### src/rtl/aud_lr_recorder.sv
// ============================================================================
// Module  : aud_lr_recorder
// Brief   : I2S ADC capture from the WM8731 into 16-bit samples with SRAM
//           write strobe and address. Optional stereo capture under the
//           AUD_REC_STEREO_EN macro (default build: mono, left channel only).
// Revision: 1.0 - initial release
// ============================================================================
`default_nettype none

module aud_lr_recorder #(
    parameter int                ADDR_W   = 20,
    parameter logic [ADDR_W-1:0] ADDR_MAX = 20'hFFFFF
) (
    input  logic              i_clk,
    input  logic              i_rst_n,
    input  logic              i_init_done,
    input  logic              i_start,
    input  logic              i_pause,
    input  logic              i_stop,
    input  logic              i_lrc,
    input  logic              i_data,
    output logic [ADDR_W-1:0] o_address,
    output logic [15:0]       o_data,
    output logic              o_wr_en,
    output logic              o_busy,
    output logic              o_finished,
    output logic [2:0]        o_state
);

    localparam logic [2:0] S_IDLE   = 3'd0;
    localparam logic [2:0] S_WAIT   = 3'd1;
    localparam logic [2:0] S_SHIFT  = 3'd2;
    localparam logic [2:0] S_WRITE  = 3'd3;
    localparam logic [2:0] S_PAUSED = 3'd4;

    logic [2:0]        r_state;
    logic [2:0]        w_next;
    logic              r_lrc_q;
    logic [3:0]        r_bit_cnt;
    logic [15:0]       r_shift;
    logic [15:0]       r_data;
    logic [ADDR_W-1:0] r_address;
    logic              r_finished;
    logic              w_wr_en;
    logic              w_busy;
    logic              w_fall;
    logic              w_edge;
    logic              w_pause_ok;

    assign w_fall = r_lrc_q & ~i_lrc;

`ifdef AUD_REC_STEREO_EN
    logic r_right;
    logic w_rise;

    // r_right set means the left sample has been written and the right one is due
    assign w_rise     = ~r_lrc_q & i_lrc;
    assign w_edge     = r_right ? w_rise : w_fall;
    assign w_pause_ok = ~r_right;

    always_ff @(posedge i_clk or negedge i_rst_n) begin
        if (!i_rst_n) begin
            r_right <= 1'b0;
        end else if (r_state == S_IDLE && w_next == S_WAIT) begin
            r_right <= 1'b0;
        end else if (r_state == S_WRITE) begin
            r_right <= ~r_right;
        end
    end
`else
    assign w_edge     = w_fall;
    assign w_pause_ok = 1'b1;
`endif

    always_ff @(posedge i_clk or negedge i_rst_n) begin
        if (!i_rst_n) begin
            r_state <= S_IDLE;
        end else begin
            r_state <= w_next;
        end
    end

    always_comb begin
        w_next = r_state;
        case (r_state)
            S_IDLE: begin
                if (i_start && i_init_done) begin
                    w_next = S_WAIT;
                end
            end
            S_WAIT: begin
                if (i_stop) begin
                    w_next = S_IDLE;
                end else if (w_pause_ok && i_pause) begin
                    w_next = S_PAUSED;
                end else if (w_edge) begin
                    w_next = S_SHIFT;
                end
            end
            S_SHIFT: begin
                if (i_stop) begin
                    w_next = S_IDLE;
                end else if (r_bit_cnt == 4'd15) begin
                    w_next = S_WRITE;
                end
            end
            S_WRITE: begin
                if (i_stop || r_address == ADDR_MAX) begin
                    w_next = S_IDLE;
                end else begin
                    w_next = S_WAIT;
                end
            end
            S_PAUSED: begin
                if (i_stop) begin
                    w_next = S_IDLE;
                end else if (!i_pause) begin
                    w_next = S_WAIT;
                end
            end
            default: w_next = S_IDLE;
        endcase
    end

    always_comb begin
        w_wr_en = (r_state == S_WRITE);
        w_busy  = (r_state != S_IDLE);
    end

    always_ff @(posedge i_clk or negedge i_rst_n) begin
        if (!i_rst_n) begin
            r_lrc_q    <= 1'b1;
            r_bit_cnt  <= 4'd0;
            r_shift    <= 16'd0;
            r_data     <= 16'd0;
            r_address  <= '0;
            r_finished <= 1'b0;
        end else begin
            r_lrc_q    <= i_lrc;
            r_finished <= (r_state != S_IDLE) && (w_next == S_IDLE);
            case (r_state)
                S_IDLE: begin
                    if (w_next == S_WAIT) begin
                        r_address <= '0;
                    end
                end
                S_WAIT: begin
                    // the bit under the LRC edge is the I2S delay slot
                    if (w_next == S_SHIFT) begin
                        r_bit_cnt <= 4'd0;
                    end
                end
                S_SHIFT: begin
                    r_shift <= {r_shift[14:0], i_data};
                    if (r_bit_cnt != 4'd15) begin
                        r_bit_cnt <= r_bit_cnt + 4'd1;
                    end
                    if (w_next == S_WRITE) begin
                        r_data <= {r_shift[14:0], i_data};
                    end
                end
                S_WRITE: begin
                    if (w_next == S_WAIT) begin
                        r_address <= r_address + 1'b1;
                    end
                end
                default: ;
            endcase
        end
    end

    assign o_address  = r_address;
    assign o_data     = r_data;
    assign o_wr_en    = w_wr_en;
    assign o_busy     = w_busy;
    assign o_finished = r_finished;
    assign o_state    = r_state;

endmodule

`default_nettype wire
### config.mk
export PLATFORM = sky130hd
export DESIGN_NAME = aud_lr_recorder
export DESIGN_NICKNAME = d
export VERILOG_FILES = /design/src/rtl/aud_lr_recorder.sv
export SDC_FILE = /design/constraint.sdc
export NUM_CORES = 1
export LEC_CHECK = 0
export CAP_MARGIN = 20
export CORE_MARGIN = 10
export CORE_UTILIZATION = 40
export DETAILED_ROUTE_END_ITERATION = 8
export HOLD_SLACK_MARGIN = 0.02
export PLACE_DENSITY = 0.66
export SYNTH_ARGS = -nofsm -noshare
export SYNTH_HDL_FRONTEND = slang
export SYNTH_SLANG_ARGS = --single-unit
### constraint.sdc
create_clock -name i_clk -period 3.4 [get_ports i_clk]
set_input_delay 0.34 -clock i_clk [delete_from_list [all_inputs] [get_ports i_clk]]
set_output_delay 0.34 -clock i_clk [all_outputs]
set_load 0.03 [all_outputs]
* After elaboration in Yosys (flattened, before gate mapping) *
Index checks and enable logic that the tools add are counted.

storage, ports and cells
  bits in registers = 60
  output and inout bits = 42
  logic and storage cells = 52

operators by class
  add/sub/neg operators = 2
  equal/unequal tests = 14
  muxes and demuxes = 16
  bitwise operators = 2
  reductions and logical operators = 11

operators by type and width
  kind                   number
  $mux 20                2
  $pmux 20 s2            1
  $mux 3                 8
  $add 20x1->20 const B  1
  $eq 20x20->1 const B   1
  $pmux 3 s5             1
  $eq 3x2->1 const B     4
  $mux 4                 2
  $pmux 4 s2             1
  $eq 3x1->1 const B     2
  $logic_not 3->1        2
  $ne 2x2->1 const B     3
  $reduce_and 3->1       2
  $add 4x1->4 const B    1
  $eq 4x4->1 const B     1
  $ne 4x4->1 const B     1
  $reduce_bool 2->1      2
  $eq 3x3->1 const B     1
  $reduce_bool 3->1      1
  $logic_and 1x1->1      2
  $ne 2x1->1 const B     1
  $reduce_and 2->1       1
  $and 1x1->1            1
  $logic_or 1x1->1       1
  other kinds (2)        2

* Longest topological paths before layout *
  depth in word-level cells = 9
  mapped depth = 7
  mapped depth without buffers = 6

* Worst setup path after synthesis *
OpenSTA, ideal clock, no wires.

  path type = register to register
  from = register r_state[1], in the netlist o_state[1]
  to = register r_address[8], in the netlist o_address[8]
  data arrival time = 1.981 ns
  slack = 1.341 ns
  stages on the path, launching flop included = 7
  cells stage by stage = dfrtp_1 buf_2 and3b_1 and2b_1 o21ai_4 or4_1 a21oi_1

RTL lines
  item                                                line      text
  start: declaration                                  36        logic [2:0] r_state;
  start signal: assignment                            79        r_state <= w_next;
  $eq 3x2->1 (*)                                      --
  via o_wr_en                                         24        output logic o_wr_en,
  $pmux 3 s5                                          85        case (r_state)
  $eq 3x1->1                                          143, 163
  $ne 2x2->1 (no line) or $ne 2x1->1 (tied branches)  --
  $reduce_and 3->1 (no line)                          --
  end signal: assignment                              164       r_address <= r_address + 1'b1;
  end: declaration                                    42        logic [ADDR_W-1:0] r_address;

Mark *: on every way through the listed nets, which the timed path passes. The rest lies on a longest branch.
A chain may end at the register's enable or synchronous reset.

* Worst setup path after layout *
  from = register r_state[1], in the netlist o_state[1]
  to = output o_busy

on the way
  cells in the longest elaborated chain, start to end = 1

RTL lines
  item               line  text
  $reduce_bool 3->1  127   w_busy = (r_state != S_IDLE);
  end: declaration   25    output logic o_busy,

Every way passes these cells.

==> reports/metrics.yaml <==
status: "finished, final reports clean"
finalSetupTns_ns: 0
ant_nets: 0
start_util_pct: 41.4
reg2reg_to: "o_data[3]$_DFFE_PN0P_"
fin_ws_ns: 1.10
syn_to_final_growth_pct: 28.4
multi_input_area_mm2: 0.00126
hold_viol: 0
cts_tree: "built"
antenna_found_initial: 0
hpwlAfterDp_um: 4450
finalSetupViolCount: 0
crit_type: "reg2out"
drive_above_1_share_pct: 20.3
syn_avg_cell_area_um2: 11.7
synth_fp_nets: 254
dieArea_mm2: 0.0109
nNetsFinal: 306
rrSetupSlack_ns: 1.23
clk_pin_slew_ns: 0.06
gp_congestion: 0.795
firstDrtPassIters: 4
synth.cell_area_mm2: 0.00285
path_cells: "nor3_1 -> inv_1 -> clkdlybuf4s50_1"
crit_buf_inv: 2
row_count: 30
reg2reg_depth: 4
hold_class: "in2async"
layout_common_cells: "dfrtp_1, clkdlybuf4s50_1, mux2_2"
finalCritPeriodShare_pct: 67.7
crit_required_ns: 3.06
io_buffers: 49
wl_per_cell_um: 15.6
slew_viol_final: 0
r2r-start: "o_state[1]$_DFF_PN0_"
grt_pass1_wl_um: 10800
routed_via_density: 5.31
cts_sinks: 60
relSlewSlack_pct: 39.2
finalCriticalPeriod_ns: 2.30
drv_cap: 0
drcViolationCount: 0
worst_setup_path_end_kind: "output pin"
synth.distinct_cells: 52
grt_max_degree: 41
synthCells: 244
post-cts-setup-buffers: 0
fp.coreArea_mm2: 0.00687
arrival_ns: 1.96
async_reset_ff_share_pct: 100
antenna_cells: 0
fin_skew_ns: 0.00931
synth_seq_cells: 60
cts_root_buf: "clkbuf_8"
ir_drop_mv: 0.269
clk_path_buf_depth: 2
numCtsBuffers: 9
htree_levels: 3
rsz0062_at_grt: "no"
grt_pass1_vias: 2202
wirelength_um: 6180
synth_edf_count: 0
start_kind: "register"
final_common_cell: "dfrtp_1"
place_ws_ns: 0.956
worst_pin_slew_ns: 0.912
num_vias: 2102
yosysWarningCount: 0
ctsHoldBuffers: 0
cp_max_fo: 13
crit_slowest_cell: "clkdlybuf4s50_1"
synth_top_flop_cell: "dfrtp_1"
die_h_um: 104
seqCellArea_mm2: 0.00150
cts_resized: 0
drtIter0Drc: 78
fillers: 604
power_density_mw_per_mm2: 458
die_w_um: 104
max_freq_mhz: 435
p_leak_nw: 1.62
io_pins: 50
cp_top_family: "buffers and inverters"
grt_util_all_layers_pct: 12.0
synth-seq-area-share_pct: 52.8
clk_latency_ns: 0.34
critPathMaxStageDelay_ns: 0.60
grt-ovfl-total: 0
-- cell usage after synthesis, types with 2 or more instances --
| master | count | share of area, % |
|---|---|---|
| and3_1 | 6 | 1.3 |
| mux2_2 | 33 | 13 |
| dfrtp_1 | 59 | 52 |
| buf_4 | 2 | 0.53 |
| a311oi_1 | 4 | 1.2 |
| a41oi_1 | 3 | 0.92 |
| or4_1 | 2 | 0.53 |
| a21oi_1 | 4 | 0.70 |
| nand4_1 | 10 | 2.2 |
| nor4_1 | 4 | 0.88 |
| nand2_1 | 11 | 1.5 |
| nand2b_1 | 2 | 0.44 |
| nand3_1 | 11 | 1.9 |
| xor2_1 | 10 | 3.1 |
| a31oi_1 | 2 | 0.44 |
| clkbuf_1 | 4 | 0.53 |
| xnor2_1 | 2 | 0.62 |
| ha_1 | 2 | 0.88 |
| nor3_1 | 6 | 1.1 |
| nor2_1 | 17 | 2.2 |
| o31ai_1 | 3 | 0.79 |
| o211ai_1 | 4 | 1.1 |
| o21ai_0 | 2 | 0.35 |
| and2_1 | 2 | 0.44 |
| inv_1 | 8 | 1.1 |
| buf_2 | 5 | 0.88 |
-- area by class of cell --
class / count / area share (%)
flip-flops and latches: 60 / 41.1
multi-input cells: 165 / 34.4
repair buffers: 52 / 13.9
clock buffers: 12 / 4.52
well taps: 96 / 3.29
clock inverters: 3 / 1.88
inverters: 8 / 0.822
-- metrics by stage --
step / utilization, % / power [W] / instances / hold WS (ns) / cell area [µm²]
after detailed placement: 49.8 / 0.000939 / 381 / 0.494 / 3420
after floorplan: - / 0.000875 / 244 / 0.0444 / 2850
after CTS: 53.2 / 0.00169 / 396 / 0.171 / 3650
final: 53.2 / 0.00167 / 396 / 0.127 / 3650
after global routing: 53.2 / 0.00174 / 396 / 0.209 / 3650
after global placement: 49.8 / 0.000933 / 381 / 0.492 / 3420
-- registers in the layout, indices dropped and copies added (netlist names) --
register / flops
o_state: 3
r_bit_cnt: 4
o_address: 20
o_finished: 1
r_shift: 15
o_data: 16
r_lrc_q: 1
-- worst max path at each step --
| stage | from | end | cells past startpoint |
|---|---|---|---|
| after floorplan | o_state[1]$_DFF_PN0_ | o_address[8]$_DFFE_PN0P_ | 6 |
| after global placement | i_stop | o_address[18]$_DFFE_PN0P_ | 6 |
| after detailed placement | i_stop | o_address[18]$_DFFE_PN0P_ | 6 |
| after CTS | o_state[1]$_DFF_PN0_ | o_busy | 3 |
| after global routing | o_state[2]$_DFF_PN0_ | o_busy | 3 |
| final | o_state[1]$_DFF_PN0_ | o_busy | 3 |
-- per-layer routing --
layer  up-vias  routed length (µm)  global-route usage, %
li1       1012                   -                      -
met1      1032                2960                   14.8
met2        48                2800                   18.3
met3        10                 317                   3.97
met4         0                 103                   5.47
met5         -                   0                      0
-- where the power goes --
group	leakage, nW	switching, W	internal, W
registers	0.810	0.0000389	0.000748
logic	0.688	0.0000764	0.0000614
clock network	0.119	0.000279	0.000470
total	1.62	0.000395	0.00128
-- cell families (layout without fill, tap and decap cells) --
group                    after synthesis  count (layout)  synth area share [%]
flip-flops                            60              60                  52.8
adder cells (fa/ha/maj)                2               2                 0.879
multiplexers                          34              34                  13.4
buffers and inverters                 19              75                  2.99
AND/OR/NAND/NOR                       84              84                  17.2
XOR/XNOR                              12              12                  3.69
AO/OA/AOI/OAI                         33              33                  9.06
Power figures use the tool's default switching activity.
==> variant 1 (config.mk and constraints unchanged) <==
The parameter `ADDR_W` goes from 20 to 28.
--- a/src/rtl/aud_lr_recorder.sv
+++ b/src/rtl/aud_lr_recorder.sv
@@ -8,7 +8,7 @@
 `default_nettype none
 
 module aud_lr_recorder #(
-    parameter int                ADDR_W   = 20,
+    parameter int                ADDR_W   = 28,
     parameter logic [ADDR_W-1:0] ADDR_MAX = 20'hFFFFF
 ) (
     input  logic              i_clk,
Ports: changed (resized o_address); port bits go from 50 to 58. No check against the original RTL was run, so the function may have changed too.
==> variant 1 against the unedited design <==
Global-route usage rose by 0.40 points. Synthesized area rose by 17%. Power rose by 0.88%. Die area rose by 14%. Sequential cell count rose by 8. Critical path depth rose by 2. Core utilization fell by 1.4 points. Wire length rose by 24%. Cell area rose by 15%. Count of clock-buffer cells in the layout fell by 3. Worst setup slack got worse by 0.25 ns. Combinational power rose by 4%.
==> variant 1: results (changes against the unedited design) <==
[status]
outcome=finished, final reports clean

[pwr]
switching_share_pct=26.2  ; +2.7 points
p_leak_nw=1.83  ; +13%
p_seq_mw=0.872  ; +11%
pg_clk_mw=0.673  ; -10%

[drt]
dr_wl_met2_mm=3.57  ; +28%
wl_met1_mm=3.52  ; +19%
wl_met3_um=469  ; +48%
drt-total-wl_mm=7.63  ; +24%

[global_route]
grt_pass1_vias=2579  ; +17%
met1_usage_pct=14.6  ; -0.26 points
grt_pass1_wl_mm=12.9  ; +20%
grt_max_degree=50  ; +22%

[synthesis]
yosysSeqAreaShare_pct=51.2  ; -1.6 points
synth_top_cells_by_count=dfrtp_1 (67), nand2_1 (31), mux2_1 (26)
netlist_top_cells_area=dfrtp_1 (50%), mux2_1 (8.8%), nand2_1 (3.5%)
synth_cell_types=51  ; -1.9%

[setup_path]
slowest_delay_ns=0.71  ; +0.11 ns
path_delay_family=simple AND/OR/NAND/NOR gates
ff2ff_path_depth=5  ; +1
cp.arrival_ns=2.81  ; +0.85 ns
reg2reg_from=o_state[2]$_DFF_PN0_
crit_type=reg -> reg
critPathSlowestCell=and3_1
r2r_slack_ns=0.85  ; -0.38 ns

[sta]
max_slew_margin_pct=46.7  ; +7.6 points
finalCriticalPeriod_ns=2.55  ; +0.250 ns
hold_slack_ns=0.372  ; +0.245 ns
fin_skew_ns=0.0112  ; +0.00190 ns

[layout]
largest_reg_flops=28  ; +40%
nets=366  ; +20%
drive_above_1_share_pct=10.8  ; -9.5 points
fillCellCount=726  ; +20%

[clock_network]
clk_pin_slew_ns=0.08  ; +0.02 ns

[place]
dp_hpwl_mm=5.23  ; +17%

[variant 1: cells by family after synthesis]
family	synth area share, %
compound gates	11.6
fa+ha+maj	0.753
flops	51.2
mux	12.0
xor+xnor	1.05
buf+inv	3.24
simple gates	20.1
[variant 1: final cells by class]
type	count	share of cell area (%)
Clock buffer	9	2.94
Inverter	7	0.624
Clock inverter	7	1.81
Timing Repair Buffer	64	15.0
Multi-Input combinational cell	206	36.0
Sequential cell	68	40.5
Tap cell	105	3.12
[variant 1: through the flow]
step / power (mW) / instances / area [um2]
floorplan: 0.969 / 296 / 3320
global placement: 1.02 / 448 / 3980
detailed placement: 1.03 / 448 / 3980
CTS: 1.71 / 464 / 4180
global route: 1.77 / 466 / 4210
finish: 1.69 / 466 / 4210
[variant 1: what timing repair did]
item,CTS,global route
buffers inserted,0,0
hold endpoints to repair,0,6
hold buffers,0,1
==> variant 2 (same settings) <==
Without the edit above. The output `o_finished` loses its register stage (`r_finished` becomes a continuous assignment).
--- a/src/rtl/aud_lr_recorder.sv
+++ b/src/rtl/aud_lr_recorder.sv
@@ -134,10 +134,8 @@
             r_shift    <= 16'd0;
             r_data     <= 16'd0;
             r_address  <= '0;
-            r_finished <= 1'b0;
         end else begin
             r_lrc_q    <= i_lrc;
-            r_finished <= (r_state != S_IDLE) && (w_next == S_IDLE);
             case (r_state)
                 S_IDLE: begin
                     if (w_next == S_WAIT) begin
@@ -169,6 +167,8 @@
         end
     end
 
+    assign r_finished = (r_state != S_IDLE) && (w_next == S_IDLE);
+
     assign o_address  = r_address;
     assign o_data     = r_data;
     assign o_wr_en    = w_wr_en;
Behaviour: not the same (Yosys sat finds a counterexample within 4 cycles, from zero or initial values and one cycle with i_rst_n low).
==> variant 2 against the unedited design <==
Worst setup slack worse by 0.62 ns. Combinational power is 5% higher. Core utilization is 0.22 points higher. Die area is 0.72% lower. Wire length is 2.7% higher. Cell area is 0.14% lower. Fmax is 21% lower. Non-clock buffer count is 2 higher. Sequential cell count is 1 lower. Power is 2.5% lower. Synthesized area is 0.88% lower.
==> variant 2: results (changes against the unedited design) <==
[drt]
drt-total-wl_mm=6.35  ; +2.7%
drt_iter0_drc=60  ; -23%
num_vias=2145  ; +2.0%
drt-pass1-iter-count=4  ; unchanged

[global_route]
grt_pass1_vias=2130  ; -3.3%
grt_max_degree=47  ; +15%
grt_pass1_wl_mm=10.5  ; -2.6%
grt_usage_pct=11.6  ; -0.36 points
grt_antenna_before_repair=0  ; unchanged

[clock_network]
clk_pin_slew_ns=0.07
cts_setup_buffers=0  ; unchanged
cts_resized=0  ; unchanged
cts_buffers=9  ; unchanged
htree_num_levels=3  ; unchanged
clock_latency_ns=0.33
cts_root_buf=clkbuf_8
cts_buffer_depth=2  ; unchanged

[place]
dp_hpwl_mm=4.53  ; +1.7%
portBuffers=49  ; unchanged
gp_congestion=0.822  ; +3.4%

[layout]
antenna_cells=0  ; unchanged
largest_reg_flops=20  ; unchanged
drive_above_1_share_pct=20.9  ; +0.53 points
nets=307  ; +0.33%

[synthesis]
syn_nets=253  ; -0.39%
synth_top_cells_by_count=dfrtp_1 (58), mux2_2 (33), nor2_1 (17)
netlist_top_cells_area=dfrtp_1 (51%), mux2_2 (13%), xor2_1 (3.1%)
synth_cell_types=52  ; unchanged
synthArstFlopShare_pct=100  ; unchanged
synthFlopType=dfrtp_1
yosysSeqAreaShare_pct=52.4  ; -0.42 points
ys_warn_count=0  ; unchanged

[setup_path]
slowest_delay_ns=0.68  ; +0.08 ns
cp.arrival_ns=2.58  ; +0.62 ns
worstPathMaxFanout=6  ; -7
critPathSlowestCell=clkdlybuf4s50_1

[pwr]
p_leak_nw=1.61  ; -0.28%
power_switching_mw=0.413  ; +4.7%
ir_drop_mv=0.193  ; -28%

[worst_hold_path]
hold_class=in -> async

[status]
outcome=finished, final reports clean

[sta]
fin_skew_ns=0.00776  ; -0.00155 ns
report.final.slew_viol_count=0  ; unchanged
worstMarginPinSlew_ns=0.582  ; -0.331 ns

## variant 2: critical path: cells and delay by family (launching register included)
kind | cells | cell delay (ns)
AND/OR/NAND/NOR | 3 | 0.83
AO/OA/AOI/OAI | 2 | 0.32
buffers and inverters | 1 | 0.68
flip-flops | 1 | 0.42
## variant 2: logic make-up after synthesis
logic type / Yosys count / synth area share [%]
simple gates: 84 / 17.3
mux: 34 / 13.5
buf+inv: 19 / 3.02
fa+ha+maj: 2 / 0.887
flops: 59 / 52.4
compound gates: 33 / 9.14
xor+xnor: 12 / 3.73
## variant 2: cell type report
class,instances,area (um2)
multi-input cells,165,1260
inverters,8,30.0
repair buffers,54,538
flip-flops and latches,59,1480
fillers,648,3180
clock inverters,7,100
well taps,96,120
clock buffers,9,124
## variant 2: metal layers
| metal | part of all wire, % | global-route usage, % | vias up |
|---|---|---|---|
| li1 | - | - | 1009 |
| met2 | 48 | 17.3 | 48 |
| met3 | 4.4 | 3.16 | 7 |
| met5 | 0 | 0 | - |
| met1 | 46 | 14.9 | 1081 |
| met4 | 1.6 | 6.06 | 0 |
## variant 2: worst paths after layout
check	start	endpoint	slack, ns	cells past startpoint
min reg2reg	o_data[10]$_DFFE_PN0P_	o_data[10]$_DFFE_PN0P_	0.51	1
min in group i_clk	i_lrc	r_lrc_q$_DFF_PN1_	0.45	1
min	i_rst_n	o_address[18]$_DFFE_PN0P_	0.37	2
max reg2reg	o_address[0]$_DFFE_PN0P_	o_address[0]$_DFFE_PN0P_	1.24	6
max in group asynchronous	i_rst_n	r_lrc_q$_DFF_PN1_	2.53	3
max	o_address[10]$_DFFE_PN0P_	o_finished	0.48	6
## variant 2: power groups by stage
stage / clock, mW / sequential (mW) / combinational [mW]
after CTS: 0.734 / 0.771 / 0.143
final: 0.715 / 0.772 / 0.145
after global placement: 0 / 0.782 / 0.138
after global routing: 0.760 / 0.777 / 0.160
after floorplan: 0 / 0.785 / 0.0765
after detailed placement: 0 / 0.783 / 0.142
## variant 2: per-stage QoR
step | setup slack, ns | instances | hold WS [ns] | cell area [um2]
final | 0.476 | 398 | 0.371 | 3650
after global routing | 0.314 | 398 | 0.391 | 3650
after CTS | 0.466 | 396 | 0.206 | 3620
after detailed placement | 0.854 | 380 | 0.496 | 3390
after global placement | 0.932 | 380 | 0.489 | 3390
after floorplan | 1.34 | 243 | 0.0444 | 2820
